===== src/rtl/shift_load_arbiter.sv =====
// -----------------------------------------------------------------------------
// shift_load_arbiter
//
// Two-requester round-robin front end for a WIDTH-stage serial shift register.
// A granted word is captured, driven LSB-first on SDOUT for WIDTH cycles, and
// VALID pulses once the external register holds the whole word.
//
// Ports
//   CLK        in   rising-edge clock, shared with the shift register
//   RST        in   synchronous active-high reset, shared with the register
//   REQ0/REQ1  in   request lines, held high until the matching ACK is seen
//   DATA0/1    in   WIDTH-bit words, stable while the matching REQ is high
//   ACK0/ACK1  out  one-cycle grant; the word is captured at the end of it
//   SDOUT      out  serial bit toward the shift register Din
//   BUSY       out  high from the grant cycle through the VALID cycle
//   VALID      out  one-cycle strobe: register holds the granted word
//   OWNER      out  requester index of the current / most recent transfer
//   DBG_STATE  out  FSM state (0 IDLE, 1 SHIFT, 2 DONE)
//
// Handshake: a requester raises REQx with DATAx stable and keeps both until
// it sees ACKx=1 in some cycle. ACKx is combinational from REQx in IDLE, so
// the word is taken at the clock edge that closes the ACK cycle. Dropping REQx
// before an ACK withdraws the request with no effect. WIDTH must be >= 2.
// -----------------------------------------------------------------------------
module shift_load_arbiter #(
  parameter int WIDTH = 4
) (
  input  logic             CLK,
  input  logic             RST,
  input  logic             REQ0,
  input  logic [WIDTH-1:0] DATA0,
  output logic             ACK0,
  input  logic             REQ1,
  input  logic [WIDTH-1:0] DATA1,
  output logic             ACK1,
  output logic             SDOUT,
  output logic             BUSY,
  output logic             VALID,
  output logic             OWNER,
  output logic [1:0]       DBG_STATE
);

  localparam int CW = $clog2(WIDTH);

  typedef enum logic [1:0] {
    ST_IDLE  = 2'd0,
    ST_SHIFT = 2'd1,
    ST_DONE  = 2'd2
  } state_t;

  state_t           r_state;
  logic [CW-1:0]    r_cnt;
  logic [WIDTH-1:0] r_word;
  logic             r_owner;
  logic             r_last;

  logic             w_grant0;
  logic             w_grant1;

  // Grants only happen in IDLE. On a tie the requester that was not served
  // last wins; r_last resets to 1 so requester 0 wins the first tie.
  always_comb begin
    w_grant0 = 1'b0;
    w_grant1 = 1'b0;
    if (r_state == ST_IDLE) begin
      if (REQ0 && REQ1) begin
        if (r_last) w_grant0 = 1'b1;
        else        w_grant1 = 1'b1;
      end else begin
        w_grant0 = REQ0;
        w_grant1 = REQ1;
      end
    end
  end

  always_ff @(posedge CLK) begin
    if (RST) begin
      r_state <= ST_IDLE;
      r_cnt   <= '0;
      r_word  <= '0;
      r_owner <= 1'b0;
      r_last  <= 1'b1;
    end else begin
      case (r_state)
        ST_IDLE: begin
          if (w_grant0 || w_grant1) begin
            r_word  <= w_grant1 ? DATA1 : DATA0;
            r_owner <= w_grant1;
            r_last  <= w_grant1;
            r_cnt   <= '0;
            r_state <= ST_SHIFT;
          end
        end
        ST_SHIFT: begin
          if (r_cnt == CW'(WIDTH - 1)) begin
            r_cnt   <= '0;
            r_state <= ST_DONE;
          end else begin
            r_cnt <= r_cnt + 1'b1;
          end
        end
        ST_DONE: begin
          // Pending requests are arbitrated in the following IDLE cycle.
          r_state <= ST_IDLE;
        end
        default: begin
          r_state <= ST_IDLE;
        end
      endcase
    end
  end

  assign ACK0      = w_grant0;
  assign ACK1      = w_grant1;
  // Zero outside SHIFT so the register flushes toward zero between words.
  assign SDOUT     = (r_state == ST_SHIFT) ? r_word[r_cnt] : 1'b0;
  assign BUSY      = w_grant0 || w_grant1 || (r_state != ST_IDLE);
  assign VALID     = (r_state == ST_DONE);
  assign OWNER     = r_owner;
  assign DBG_STATE = r_state;

endmodule


===== config.mk =====
export PLATFORM = sky130hd
export DESIGN_NAME = shift_load_arbiter
export DESIGN_NICKNAME = d
export VERILOG_FILES = /design/src/rtl/shift_load_arbiter.sv
export SDC_FILE = /design/constraint.sdc
export NUM_CORES = 1
export LEC_CHECK = 0
export ABC_AREA = 0
export BUFFER_PORTS_ARGS = -buffer_cell sky130_fd_sc_hd__buf_2
export CAP_MARGIN = 30
export CELL_PAD_IN_SITES_DETAIL_PLACEMENT = 1
export CELL_PAD_IN_SITES_GLOBAL_PLACEMENT = 2
export CORE_MARGIN = 5
export CORE_UTILIZATION = 27
export CTS_BUF_LIST = sky130_fd_sc_hd__clkbuf_8
export CTS_CLUSTER_SIZE = 40
export DETAILED_ROUTE_END_ITERATION = 10
export PLACE_DENSITY_LB_ADDON = 0.25
export SYNTH_ARGS = -nofsm -noshare
export SYNTH_HDL_FRONTEND = slang
export SYNTH_SLANG_ARGS = --single-unit

===== constraint.sdc =====
create_clock -name CLK -period 1.4 [get_ports CLK]
set_input_delay 0.07 -clock CLK [delete_from_list [all_inputs] [get_ports CLK]]
set_output_delay 0.07 -clock CLK [all_outputs]
set_load 0.02 [all_outputs]

==> metrics, run 1 <==
Clock transition at path regs=0.05 ns; core area=1760 um2; CTS buffer count=3; GRT Total Usage=between 10% and 20%; Layout area overhead=43.8%; PD cells=between 1000 and 1500 nW/um2; Mapped Area=between 500 and 600 um2; Mapped Avg Cell Area=about 9 um2; Critical Path Source Type=flop; fin area=731 um2; post-route setup TNS=0 ns; Final min period=between 1 and 1.5 ns; first-pass GRT wire length=~2400 um; via density per instance=slightly below 5; DIE AREA=between 2000 and 3000 um2; Worst Tran Pin Value=about 0.51 ns; Layout Cells excl Fill=around 110; wirelength, routed=around 1500 um; HP Class=input pin to flop; Total Nets Final=95; Post-Synthesis Cells=56; Yosys reg bits=10; Post-synth top cells=dfxtp_1 (10), nand3_1 (8), a31oi_1 (4); worst skew pair latency=roughly 0.24 ns; drt pass-1 iters=3; placed cell areas=about 630 um2; starting density of the core=between 20% and 30%; Port Buffer Count=19; maximum VDD drop=between 0.0005 and 0.0006 V; initial antenna violation count=0; CTS tree=built; run status=complete, no violations; Remaining Overflow, GRT=0; Synthesis Warnings=0; Distinct cells, synth=27; arrival time of the worst setup path=around 1.3 ns; final hold violations=0; Die Ht=53.4 um; Rows=15; slew margin rel.=around 66%; Synthesized Nets=69; unrepaired setup endpoints after global routing=yes; final worst-path cycle share=a little under 100%; register area share after synthesis=39.4%; Clock Skew=0.00124 ns; worst-path maximum fanout=2; Vias=523; final setup fails=0; EDFF count, synth=0; worst setup path class=flop to primary output; leading area contributor after synthesis=dfxtp_1; Final ANT Viol Nets=0; H-tree lvl count=1; gpl congestion=between 0.6 and 0.7; CP required=approximately 1.3 ns; Max-Cap Viols=0; Cells after DPL=99; largest net degree at the start of global routing=11; # IOs=20; share of cells above drive strength 1=45.7%; total inserted antenna cells=0; most common cell in the netlist=dfxtp_1; top cell type's share of synthesized area=39.4%; dominant synthesized flop cell=dfxtp_1; leakage power=~0.32 nW; CP endpoint kind=primary output; leading post-synthesis cells by cell area=dfxtp_1 (39%), nand3_1 (7.9%), a31oi_1 (4.9%); max-slew violation count=0; FFs w/ async S/R, synth=0%; Die X=between 50 and 60 um; Max clock buf depth=2; DRC=0; fmax=approximately 0.72 GHz; final HPWL from detailed placement=~1100 um; # clock sinks=10; drt first-iter violations=2; wire per inst=roughly 14 um; final core occ=roughly 41%; CTS root buf=clkbuf_8; vias in the first global route=~530
worst paths after layout:
| path | end | slack, ns | from | cells after the start |
|---|---|---|---|---|
| max | SDOUT | 0.01 | r_cnt[0] | 3 |
| min | r_word[1] | 0.1 | DATA1[1] | 3 |
| max reg2reg | r_cnt[0] | 0.07 | r_cnt[0] | 5 |
| min reg2reg | r_word[0] | 0.50 | r_word[0] | 2 |
layout by cell type, fill, tap and decap left out:
cell      netlist  final
nor2_1          3      3
nor2b_4         0      1
clkbuf_8        0      4
o21ai_1         1      1
mux4_2          1      1
o22a_1          1      1
ha_1            1      1
or2_4           0      1
and2b_2         1      1
a211o_1         1      1
nand2b_1        2      2
buf_2           0     18
o211ai_1        2      2
nor3_1          1      1
nand2_1         1      1
and2_1          2      2
nand2b_2        1      1
buf_6           1      1
a31oi_1         4      4
a21oi_1         3      3
dfxtp_1        10      7
inv_1           1      1
nor3b_4         0      1
dfxtp_2         0      3
buf_4           0      4
or3_1           1      1
nand3_1         8      8
nor3b_1         1      1
nor3b_2         2      1
nand3b_1        1      1
o21ai_0         3      3
per-stage QoR:
step	worst slack [ns]	hold WS, ns	power (mW)
final	0.0102	0.0969	0.858
after global placement	0.194	0.344	0.470
after CTS	-0.0109	0.100	0.855
after global routing	-0.0420	0.117	0.907
after floorplan	0.175	0.232	0.423
after detailed placement	0.150	0.351	0.472
worst max-delay path: stages (launching register included):
cell	delay (ns)
dfxtp_2	0.33
mux4_2	0.49
nor2b_4	0.14
buf_6	0.12
where the power goes:
| part | internal (mW) | switching (mW) |
|---|---|---|
| clock | 0.248 | 0.122 |
| combinational | 0.0790 | 0.0838 |
| sequential | 0.308 | 0.0180 |
| total | 0.634 | 0.224 |
sequential cells by signal, indices dropped and copies added, names as in the netlist:
signal and count:
r_word 4, OWNER 1, DBG_STATE 2, r_last 1
r_cnt 2
final cells by class:
type	count	area [um2]
Clock buffer	4	55.1
Fill cell	239	1030
Inverter	1	3.75
Multi-Input combinational cell	43	305
Sequential cell	10	204
Tap cell	25	31.3
Timing Repair Buffer	23	131
cell families after synthesis:
logic type | Yosys count | synth area share (%)
simple gates | 26 | 31.8
compound gates | 15 | 18.2
flops | 10 | 39.4
buf+inv | 3 | 3.69
mux | 1 | 4.43
fa+ha+maj | 1 | 2.46
routing by layer:
layer,part of all wire (%),track usage (%),up-vias,wire (um)
met1,46,14.1,247,669
met3,6.0,5.63,4,87
met5,0,0,-,0
met4,1.7,3.83,0,24
met2,46,19.6,13,669
li1,-,-,259,-
repair_timing:
| item | CTS | global route |
|---|---|---|
| hold buffers | 0 | 0 |
| endpoints found under the hold margin | 0 | 0 |
| endpoints found under the setup margin | 2 | 4 |
| setup buffers | 1 | 2 |
| gates resized for setup | 3 | 5 |
| pin swaps | 0 | 1 |
(Power assumes the default switching activity.)
==> run 2, diff against run 1 <==
clock period = 1.5 ns   (was 1.4 ns; I/O delays follow)
==> run 2 against run 1 <==
Net effect:
- sequential cell count unchanged
- via count down 3.6%
- first-iteration DRC count down 100%
- largest power group unchanged
- worst setup slack better by 0.052 ns
- wire length down 1.9%
- register-to-register slack better by 0.26 ns
- clock skew about the same
- power down 8.2%
==> metrics, run 2 (synthesized netlist as in run 1, its figures left out) <==
worst setup path class=flop to primary output; Port Buffer Count=19; GRT Total Usage=between 10% and 20%; final HPWL from detailed placement=roughly 1100 um; post-route setup TNS=0 ns; wirelength, routed=about 1400 um; leakage power=0.300 nW; Worst Tran Pin Value=0.507 ns; final core occ=about two fifths; Die X=53.4 um; max-slew violation count=0; wire per inst=roughly 14 um; most common cell after layout, fill and taps aside=buf_2; placed cell areas=627 um2; drt first-iter violations=0; final setup fails=0; starting density of the core=between 20% and 30%; Clock Skew=0.00161 ns; Max clock buf depth=2; total inserted antenna cells=0; share of cells above drive strength 1=41.0%; worst-path maximum fanout=4; PD cells=approximately 1100 nW/um2; CTS buffer count=3; CP required=~1.4 ns; Final min period=approximately 1.4 ns; Critical Path Source Type=flop; unrepaired setup endpoints after global routing=no; vias in the first global route=~530; CTS tree=built; cts hold-fix bufs=0; Max-Cap Viols=0; maximum VDD drop=between 0.0005 and 0.0006 V; Rows=15; # clock sinks=10; DIE AREA=about 2800 um2; Clock transition at path regs=0.05 ns; final worst-path cycle share=a little over nine tenths; via density per instance=4.89; CP endpoint kind=primary output; arrival time of the worst setup path=1.36 ns; crit path cell chain=mux4_2 -> nor2b_1 -> buf_2; slowest cell on the critical path=mux4_2; DRC=0; gpl congestion=around 0.67; fmax=roughly 0.70 GHz; Largest stage delay, worst path=0.48 ns; CTS root buf=clkbuf_8; Total Nets Final=92; H-tree lvl count=1; Most flops, register=r_word; # fillers=between 200 and 250; run status=complete, no violations; Vias=just over 500; initial antenna violation count=0; Final ANT Viol Nets=0; HP Class=input pin to flop; fin area=roughly 700 um2; Remaining Overflow, GRT=0; largest net degree at the start of global routing=11; max reg flops=4; highest-count cells in the layout ignoring fill and taps=buf_2 (19), dfxtp_1 (8), nand3_1 (8), a31oi_1 (4), clkbuf_8 (4); Post-CTS Setup Bufs=0; drt pass-1 iters=1; first-pass GRT wire length=around 2400 um; Layout area overhead=36.9%; final hold violations=0; core area=~1800 um2; # IOs=20; Die Ht=roughly 53 um; worst skew pair latency=about 0.24 ns; slew margin rel.=66.1%
==> run 2: stage by stage <==
step | instances | setup WS, ns | total power, mW | hold slack [ns]
2_1_floorplan | 56 | 0.275 | 0.395 | 0.237
3_3_place_gp | 99 | 0.289 | 0.439 | 0.349
3_5_place_dp | 99 | 0.245 | 0.441 | 0.356
4_1_cts | 103 | 0.0443 | 0.790 | 0.105
5_1_grt | 103 | 0.0161 | 0.829 | 0.122
6_report | 103 | 0.0618 | 0.788 | 0.101
==> run 2: layout make-up <==
cell class / count / area [um2] / share of cell area (%)
inverters: 1 / 3.75 / 0.540
repair buffers: 20 / 103 / 14.7
clock buffers: 4 / 55.1 / 7.91
flip-flops and latches: 10 / 205 / 29.5
well taps: 25 / 31.3 / 4.50
multi-input cells: 43 / 298 / 42.8
==> run 2: timing repair <==
| action | CTS | global route |
|---|---|---|
| endpoints found under the setup margin | 1 | 3 |
| pin swaps | 0 | 1 |
| resized for setup | 1 | 4 |
==> run 2: critical path, delay by kind of cell, from the launching register on <==
kind	cells	cell delay (ns)
and+or+nand+nor	1	0.13
DFF	1	0.36
buffers and inverters	1	0.15
muxes	1	0.48
==> run 2: worst paths after layout <==
path,slack [ns],cells past startpoint,to,from
hold reg to reg,0.49,2,r_word[2],r_word[2]
setup reg to reg,0.33,3,r_cnt[0],DBG_STATE[1]
hold / removal,0.10,3,r_word[1],DATA1[1]
setup / recovery,0.06,3,SDOUT,r_cnt[0]
==> run 2: power by group <==
group | internal (mW) | leakage (nW) | switching [mW] | total (mW)
registers | 0.286 | 0.0831 | 0.0181 | 0.305
clock network | 0.232 | 0.0288 | 0.116 | 0.348
logic | 0.0621 | 0.188 | 0.0733 | 0.135
==> run 2: metal layers <==
layer  track usage (%)  part of all wire [%]  up-vias
met5                 0                     0        -
met4              3.83                  0.91        0
met3              5.63                   6.3        2
met2              19.2                    47       13
met1              14.3                    46      236
li1                  -                     -      253
